## config.mk

```make
export PLATFORM = sky130hd
export DESIGN_NAME = undiffer
export DESIGN_NICKNAME = d
export VERILOG_FILES = /design/src/rtl/undiffer.sv
export SDC_FILE = /design/constraint.sdc
export NUM_CORES = 1
export LEC_CHECK = 0
export CAP_MARGIN = 20
export CORE_MARGIN = 1
export CORE_UTILIZATION = 55
export CTS_CLUSTER_SIZE = 25
export DETAILED_ROUTE_END_ITERATION = 10
export MAX_ROUTING_LAYER = met4
export PLACE_DENSITY = 0.71
export REMOVE_ABC_BUFFERS = 1
export SYNTH_ARGS = -nofsm -noshare
export SYNTH_HDL_FRONTEND = slang
export SYNTH_SLANG_ARGS = --single-unit
```

## constraint.sdc

```tcl
create_clock -name clk -period 21.5 [get_ports clk]
set_clock_uncertainty 0.05 [all_clocks]
set_input_delay 4.3 -clock clk [delete_from_list [all_inputs] [get_ports clk]]
set_output_delay 4.3 -clock clk [all_outputs]
set_load 0.02 [all_outputs]
```

## src/rtl/undiffer.sv

```systemverilog
// undiffer -- comb-filter integrator that rebuilds x[n] from d[n] = x[n] - x[n-DER_SIZE].
//
// It keeps the last DER_SIZE reconstructed samples in a circular history and
// computes x[n] = d[n] + x[n-DER_SIZE] (mod 256). Until DER_SIZE samples have been
// accepted, the history is treated as zero. This matches a zero-initialised
// differencer upstream.
//
// Ports
//   clk                  : single clock, rising edge
//   rst                  : asynchronous, active-high reset
//   clr                  : synchronous flush of pointer, fill count and pending output
//   s_axis_diff_tdata    : difference sample d[n]
//   s_axis_diff_tvalid   : input sample valid
//   s_axis_diff_tready   : input sample accepted when high together with tvalid
//   m_axis_signal_tdata  : reconstructed sample x[n], registered
//   m_axis_signal_tvalid : output sample valid
//   m_axis_signal_tready : downstream ready
//   primed               : high once DER_SIZE samples have been accepted
//
// Handshake: a transfer happens on a rising edge where valid and ready are both
// high. Once valid is raised, the payload stays stable until that transfer. Input
// ready is a pure function of the output register state and downstream ready, so a
// new sample can enter in the same cycle the previous one leaves. There is no skid
// buffer.

module undiffer #(
  parameter int DER_SIZE = 128
) (
  input  logic       clk,
  input  logic       rst,
  input  logic       clr,
  input  logic [7:0] s_axis_diff_tdata,
  input  logic       s_axis_diff_tvalid,
  output logic       s_axis_diff_tready,
  output logic [7:0] m_axis_signal_tdata,
  output logic       m_axis_signal_tvalid,
  input  logic       m_axis_signal_tready,
  output logic       primed
);

  localparam int PW = (DER_SIZE > 1) ? $clog2(DER_SIZE) : 1;
  localparam int FW = $clog2(DER_SIZE + 1);
  localparam logic [PW-1:0] LAST = PW'(DER_SIZE - 1);
  localparam logic [FW-1:0] FULL = FW'(DER_SIZE);

  // History needs no reset: while fill < DER_SIZE its contents are masked to zero.
  logic [7:0]    hist [DER_SIZE];
  logic [PW-1:0] wptr;
  logic [FW-1:0] fill;

  logic          accept;
  logic          full;
  logic [7:0]    h;
  logic [7:0]    y;
  logic [PW-1:0] wptr_next;
  logic [FW-1:0] fill_next;

  assign s_axis_diff_tready = !m_axis_signal_tvalid || m_axis_signal_tready;

  always_comb begin
    accept    = s_axis_diff_tvalid && s_axis_diff_tready;
    full      = (fill == FULL);
    h         = full ? hist[wptr] : 8'h00;
    // Carry is discarded on purpose: the differencer also works mod 256.
    y         = s_axis_diff_tdata + h;
    wptr_next = (wptr == LAST) ? '0 : wptr + 1'b1;
    fill_next = full ? fill : fill + 1'b1;
  end

  // The slot just read as x[n-DER_SIZE] is overwritten with x[n].
  always_ff @(posedge clk) begin
    if (accept && !clr && !rst) begin
      hist[wptr] <= y;
    end
  end

  always_ff @(posedge clk or posedge rst) begin
    if (rst) begin
      m_axis_signal_tvalid <= 1'b0;
      m_axis_signal_tdata  <= 8'h00;
      primed               <= 1'b0;
      wptr                 <= '0;
      fill                 <= '0;
    end else if (clr) begin
      // A sample offered in the same cycle is dropped. The output data register
      // keeps its old value because valid is low.
      m_axis_signal_tvalid <= 1'b0;
      primed               <= 1'b0;
      wptr                 <= '0;
      fill                 <= '0;
    end else if (accept) begin
      m_axis_signal_tvalid <= 1'b1;
      m_axis_signal_tdata  <= y;
      wptr                 <= wptr_next;
      fill                 <= fill_next;
      primed               <= (fill_next == FULL);
    end else if (m_axis_signal_tready) begin
      m_axis_signal_tvalid <= 1'b0;
    end
  end

endmodule

```

After elaboration in Yosys (flattened, before gate mapping) --
Memory sizes are Yosys's and may differ from the RTL's. Cells that the tools add are included.
Operators by class: add/sub/neg operators 3, multipliers 0, div/mod/pow operators 0, magnitude comparators 0, equal/unequal tests 3, shift operators 0, muxes and demuxes 14, bitwise operators 1, reduce and logical (&&, ||, !) cells 10
Operator list (count):
- $mux 8 | 4
- $mux 7 | 3
- $eq 8x8->1 const B | 2
- $add 8x1->8 const B | 1
- $add 8x8->8 | 1
- $add 7x1->7 const B | 1
- $eq 7x7->1 const B | 1
- $mux 1 | 7
- $logic_and 1x1->1 | 3
- $logic_not 1->1 | 3
- $reduce_bool 3->1 | 1
- $reduce_and 2->1 | 1
- $reduce_bool 2->1 | 1
- $logic_or 1x1->1 | 1
- $not 1->1 | 1
Storage, ports and cells: register bits after elaboration 25, bits in latches 0, bits in writable memories 1024, memory bits (read-only) 0, memories kept 1
Memory list:
- hist | words 128, width 8, read ports 1, clocked after Yosys merged registers in 0, write ports 1, RTL line 47 | logic [7:0] hist [DER_SIZE];

Depth between registers and ports, before layout --
Gate-level depths: netlist (run 1).
word-level depth 7, depth in mapped cells 22, mapped depth without buffers 17

Worst setup path before layout (run 1) --
OpenSTA, ideal clock, no wires.
path type input -> register, start in s_axis_diff_tdata[0], end mem hist[0][6] (data pin), library setup time 0.932 ns, data arrival time 9.167 ns, path slack 11.350 ns, stages 9, buffers on the path 0, path through ha_1 -> inv_1 -> fa_1 -> nor2b_1 -> o21ai_0 -> a21boi_0 -> o21a_1 -> nor2_1 -> xnor2_1
On the way: longest elaborated chain between the ends 1
Ends and longest elaborated chain:
- from (decl) | RTL line 32 | input logic [7:0] s_axis_diff_tdata,
- $add 8x8->8 | RTL line 65 | y = s_axis_diff_tdata + h;
- net y[6] | RTL line 54 | logic [7:0] y;
- to (decl) | RTL line 47
The timed path passes the listed nets, and every way through them passes these cells.

Worst setup path after layout (run 1) --
start in m_axis_signal_tready, end out s_axis_diff_tready
On the way: longest elaborated chain between the ends 1
Ends and longest elaborated chain:
- from (decl) | RTL line 37 | input logic m_axis_signal_tready,
- $logic_or 1x1->1 | RTL line 58 | assign s_axis_diff_tready = !m_axis_signal_tvalid || m_axis_signal_tready;
- to (decl) | RTL line 34 | output logic s_axis_diff_tready,
Every way passes these cells.

==> results.md, run 1 <==
- Max Cap Viol: 0
- Gate Count Post-Synth: 2,350
- Status: finished, final reports clean
- TritonCTS clock tree: built
- Post-CTS Resized: 0
- FF-to-FF End: hist[77][7]
- Skew-Pair Late Insertion Delay: 0.70 ns
- Leading cell type in the layout, fill and taps excluded: edfxtp_1
- Final WL: ~120,000 µm
- Post-Layout Cell Count: ~3,400
- Number of cells on the critical path: 3
- Layout cells sized above 1: 12.7%
- Std cell rows: 99
- Critical path arrival: around 5.6 ns
- Slowest-stage cell, CP: clkdlybuf4s50_1
- Drt wl/cell: between 30 and 40 µm
- Setup Crit Path Kind: in2out
- DRC Markers: 0
- Crit share post-route: 46.1%
- Slew margin rel.: about 21%
- PD cells: around 93 mW/mm²
- Hold EP: m_axis_signal_tdata[5]
- Die Span Y: 273 µm
- Top routing layer in use: met4
- Hold buffers post-CTS: 0
- HPWL after detailed placement: roughly 66,000 µm
- Cell count after placement: around 3,200
- Via count: between 20,000 and 25,000
- Synth Cell Area: 0.0405 mm²
- Drt first pass iters: 8
- Yosys Warn Count: 0
- R2R Path Start: wptr[0]
- Syn-to-layout area delta: 10.4%
- GRT Total Usage: around 32%
- Crit path buffers/inverters: 2
- Initial drt markers: 3,647
- Largest net degree at the start of global routing: 100
- Unrepaired setup endpoints after global routing: false
- Placed Area: between 0.04 and 0.05 mm²
- Initial antenna violation count: 0
- Post-route setup slack: roughly 12 ns
- Avg Cell Area, Syn: between 15 and 20 µm²
- Seq/Total Area, Yosys: 77.5%
- Largest buffer count on any clock path: 3
- Critical path, cell by cell: clkdlybuf4s50_1 -> nand2b_1 -> clkdlybuf4s50_1
- DP Worst Slack: ~12 ns
- R2R Setup Slk: ~13 ns
- Hold Crit Depth: 2
- Vias in the first global route: roughly 23,000
- Post-CTS Setup Repair Bufs: 0
- Die width: approximately 270 µm
- Main flop type after synthesis: edfxtp_1
- GRT Residual Overflow: 0
- Tot Pwr: roughly 4.2 mW
- Total Nets Final: ~2,400
- Hold_sp: m_axis_signal_tdata[5]
- CP max FO: 4
- Max Clk Rate: 101 MHz
- Clk slew on worst S/H paths: roughly 0.060 ns
- Delay-heaviest family, CP: buffers and inverters
- Design Area, Final: 0.0447 mm²
- Setup crit end kind: output port
- Max Slew Vio Count: 0
- Core area: around 0.073 mm²
- Yosys cell types: 80
- Met3 WL post-DR: between 15,000 and 20,000 µm
- Reg2Reg Depth: 19
- Starting density of the core: a little under three fifths
- Hold Vio Cnt, Final: 0
- Final setup fails: 0
- Met2 wire length: around 53,000 µm
- Via density: about 7.1
- Num ports: 24
- First-pass GRT wire length: ~170,000 µm
- Port bufs: 23
- Util after Layout: 61.3%
- Actual slew at the worst max-slew pin: 1.19 ns
- Die area: 0.0747 mm²
- Hold Path Class: reg2reg
- Worst setup SP type: primary input
- LEAKAGE: 13.7 nW
- Fill count: 5,060
- Most frequent cells in the layout: 1,024 x edfxtp_1, 217 x a22oi_1, 176 x nor2_1
- Synth async-reset ratio: about 2.4%
- Root Buffer: clkbuf_16
- GPL Wtd Cong: 0.931
- Post-synth EDFFs: slightly above 1,000
- Synth Register Bits: between 1,000 and 1,500
- CTS sink count: between 1,000 and 1,500
- Worst VDD drop: roughly 0.000066 V
- Num CTS Buffers: 100
- Setup TNS: 0 ns
- Crit-path max cell delay: approximately 0.63 ns
- Worst hold slack: roughly 0.43 ns
- M1 WL: between 40,000 and 50,000 µm
- Final critical path time including I/O delays and setup: just under 10 ns
- CP Data Required Time: about 17 ns
- H-Tree Depth: 3
- Final ANT Viol Nets: 0
- Most used cell, CP: clkdlybuf4s50_1
power by group:
| group | total [mW] | switching [mW] | internal, mW |
|---|---|---|---|
| logic | 0.213 | 0.152 | 0.0609 |
| registers | 2.26 | 0.00833 | 2.25 |
| clock network | 1.70 | 0.751 | 0.945 |
cell families after synthesis:
family                   synth area share [%]
AO/OA/AOI/OAI                            11.4
XOR/XNOR                                0.303
adder cells (fa/ha/maj)                 0.358
buffers and inverters                    2.32
flip-flops                               77.5
multiplexers                             3.87
AND/OR/NAND/NOR                          4.30
sequential cells by signal, summed over array words and instances (netlist names):
signal,count
m_axis_signal_tvalid,1
wptr,7
hist,1024
primed,1
fill,8
m_axis_signal_tdata,8
layer usage:
| metal | vias to the layer above | global-route usage (%) |
|---|---|---|
| li1 | 9673 | - |
| met1 | 12200 | 42.8 |
| met2 | 1904 | 47.3 |
| met3 | 305 | 8.75 |
| met4 | 0 | 13.2 |
| met5 | - | - |
worst max path at each step:
stage	startpoint	endpoint	slack [ns]
after global placement	m_axis_signal_tready	s_axis_diff_tready	11.55
after detailed placement	m_axis_signal_tready	s_axis_diff_tready	11.57
after CTS	m_axis_signal_tready	s_axis_diff_tready	11.57
final	m_axis_signal_tready	s_axis_diff_tready	11.58
after global routing	m_axis_signal_tready	s_axis_diff_tready	11.53
after floorplan	wptr[1]	hist[0][6]	7.45
cells in the mapped netlist (all sizes together), types with 27 or more instances:
| master | instances | area share [%] |
|---|---|---|
| mux2 | 59 | 1.6 |
| a221oi | 100 | 2.2 |
| a21oi | 53 | 0.66 |
| nor2 | 179 | 1.7 |
| buf | 107 | 1.7 |
| a22o | 59 | 1.3 |
| nand2 | 87 | 0.81 |
| mux2i | 29 | 0.72 |
| mux4 | 27 | 1.5 |
| clkbuf | 53 | 0.49 |
| o21ai | 31 | 0.38 |
| edfxtp | 1024 | 76 |
| a31oi | 54 | 0.83 |
| a22oi | 217 | 4.0 |
final cells by class:
| class | instances | area (µm²) | share of cell area [%] |
|---|---|---|---|
| Antenna cell | 1 | 2.50 | 0.00560 |
| Clock buffer | 119 | 2640 | 5.90 |
| Timing Repair Buffer | 75 | 646 | 1.44 |
| Clock inverter | 64 | 483 | 1.08 |
| Tap cell | 959 | 1200 | 2.68 |
| Inverter | 16 | 61.3 | 0.137 |
| Sequential cell | 1049 | 31400 | 70.2 |
| Multi-Input combinational cell | 1125 | 8300 | 18.6 |
worst register-to-register path: stages, from the launching register on:
cell	delay, ns
dfrtp_4	0.72
buf_4	0.48
nor3b_4	0.97
buf_4	0.48
buf_4	0.69
a21oi_1	0.20
o211ai_1	0.11
o21ai_0	0.29
a21o_1	0.33
a2111oi_2	0.53
a31o_1	0.24
ha_1	0.30
nand3_1	0.09
o211ai_1	0.12
o41ai_1	0.33
xnor2_1	0.14
and3_1	0.24
nor2_4	0.66
buf_4	0.54
buf_4	0.74
(Power assumes the default switching activity.)
==> inputs of run 2 (changes only) <==
==> constraint.sdc (replaced) <==
create_clock -name clk -period 10.2 [get_ports clk]
set_clock_uncertainty 0.05 [all_clocks]
set_input_delay 2.04 -clock clk [delete_from_list [all_inputs] [get_ports clk]]
set_output_delay 2.04 -clock clk [all_outputs]
set_load 0.02 [all_outputs]
==> results.md, run 2 (same netlist as run 1, synthesis figures left out) <==
- Status: finished, final reports clean
- Largest registers: hist (1024), fill (8), m_axis_signal_tdata (8)
- Tot Pwr: between 8 and 9 mW
- Comb power frac: roughly 5.0%
- Sw Share: 21.5%
- Multi-input logic area: 0.00828 mm²
- Crit share post-route: a little over three fifths
- Setup crit end kind: flop
- H-Tree Depth: 3
- R2R Setup Slk: 3.82 ns
- Seq pwr share: between 50 and 60%
- Std cell rows: 99
- Largest buffer count on any clock path: 3
- Clk slew on worst S/H paths: around 0.06 ns
- Initial antenna violation count: 2
- Cell Int Power: slightly below 7 mW
- Post-CTS Setup Repair Bufs: 0
- HPWL after detailed placement: between 60,000 and 70,000 µm
- Worst VDD drop: about 0.00016 V
- Max FFs per register: 1,024
- Final WL: 113,000 µm
- Die area: 0.0747 mm²
- Final ANT Viol Nets: 0
- Skew-Pair Late Insertion Delay: approximately 0.67 ns
- Biggest register: hist
- CTS sink count: approximately 1,000
- Drt wl/cell: between 30 and 40 µm
- Port bufs: 23
- Leading cell type in the layout, fill and taps excluded: edfxtp_1
- Core area: approximately 0.073 mm²
- Layout cells sized above 1: 13.0%
- Via density: between 6 and 7
- Num ports: 24
- GPL Wtd Cong: 0.971
- GRT Residual Overflow: 0
- Drt first pass iters: 7
- Syn-to-layout area delta: 11.1%
- Critical path, cell by cell: and3_4 -> buf_4 -> a22o_1 -> a221oi_1 -> a31oi_1 -> nor4_1 -> nand4_1 -> o21a_1 -> ha_4 -> inv_1 -> fa_1 -> nor2b_1 -> o21ai_0 -> a21boi_0 -> o21a_1 -> nor2_1 -> xnor2_2 -> buf_12
- PD cells: ~200 mW/mm²
- Root Buffer: clkbuf_16
- Critical path arrival: 6.71 ns
- Vias in the first global route: 23,100
- Total Nets Final: 2,400
- Max Clk Rate: around 160 MHz
- Worst setup SP type: flop
- Design Area, Final: around 0.045 mm²
- Initial drt markers: 3,454
- TritonCTS clock tree: built
- Post-route setup slack: 3.82 ns
- GRT Total Usage: 31.4%
- LEAKAGE: between 10 and 15 nW
- Setup Crit Path Kind: reg2reg
- Hold Vio Cnt, Final: 0
- Most frequent cells in the layout: 1,024 x edfxtp_1, 217 x a22oi_1, 176 x nor2_1
- Hold buffers post-CTS: 0
- Crit-path max cell delay: around 0.9 ns
- Post-CTS Resized: 0
- CP Data Required Time: ~11 ns
- Final setup fails: 0
- Die width: 273 µm
- Num CTS Buffers: between 100 and 150
- CP max FO: ~110
- Most used cell, CP: o21a_1
- Fill count: around 5,000
- DRC Markers: 0
- First-pass GRT wire length: 163,000 µm
- Max Slew Vio Count: 0
- Max Cap Viol: 0
- Via count: between 20,000 and 25,000
- Hold Path Class: reg2reg
- Slowest-stage cell, CP: and3_4
- Reg area: roughly 0.031 mm²
- Unrepaired setup endpoints after global routing: false
- DP Worst Slack: ~3.2 ns
- Placed Area: around 0.042 mm²
- Starting density of the core: between 50% and 60%
- Actual slew at the worst max-slew pin: 1.22 ns
- NetSw: 1.90 mW
- Largest net degree at the start of global routing: 109
- Die Span Y: 273 µm
- Clock Power Share: about two fifths
- Final critical path time including I/O delays and setup: between 6 and 7 ns
- Slew margin rel.: 18.3%
-- run 2: area by class of cell --
class	instances	area share (%)
Clock buffer	127	6.00
Inverter	16	0.136
Tap cell	959	2.67
Timing Repair Buffer	83	1.80
Multi-Input combinational cell	1125	18.4
Sequential cell	1049	69.8
Antenna cell	1	0.00556
Clock inverter	64	1.20
-- run 2: power by group through the flow --
| stage | logic, mW | registers, mW | clock network [mW] |
|---|---|---|---|
| 2_1_floorplan | 0.218 | 4.87 | 0 |
| 3_3_place_gp | 0.414 | 4.84 | 0 |
| 3_5_place_dp | 0.424 | 4.84 | 0 |
| 4_1_cts | 0.425 | 4.75 | 3.66 |
| 5_1_grt | 0.452 | 4.75 | 3.83 |
| 6_report | 0.438 | 4.75 | 3.66 |
-- run 2: worst paths after layout --
check                                       start                endpoint  depth (start not counted)
hold reg to reg            m_axis_signal_tdata[5]  m_axis_signal_tdata[5]                          2
max in group asynchronous                     rst                  primed                          3
setup / recovery                          wptr[2]             hist[27][6]                         18
setup reg to reg                          wptr[2]             hist[27][6]                         18
hold / removal             m_axis_signal_tdata[5]  m_axis_signal_tdata[5]                          2
min in group asynchronous                     rst                 wptr[3]                          2
-- run 2: layer usage --
metal / global-route usage, % / vias up / wire (µm)
met5: - / - / 0
li1: - / 9713 / -
met3: 7.64 / 317 / 14900
met2: 46.1 / 1812 / 51400
met4: 14.6 / 0 / 5780
met1: 41.7 / 12100 / 41000
-- run 2: critical path, delay by kind of cell (launching register included) --
family          cells  cell delay, ns
flops               1            0.74
compound gates      7            1.73
fa+ha+maj           2            0.59
simple gates        5            1.44
xor+xnor            1            0.26
buf+inv             3            1.10
-- run 2: through the flow --
stage	hold WS, ns	utilization (%)	cells	TNS (ns)
after floorplan	0.492	-	2190	-2763.61
after global placement	0.412	57.1	3227	0
after detailed placement	0.424	57.2	3230	0
after CTS	0.438	61.6	3421	0
after global routing	0.478	61.6	3424	0
final	0.436	61.6	3424	0
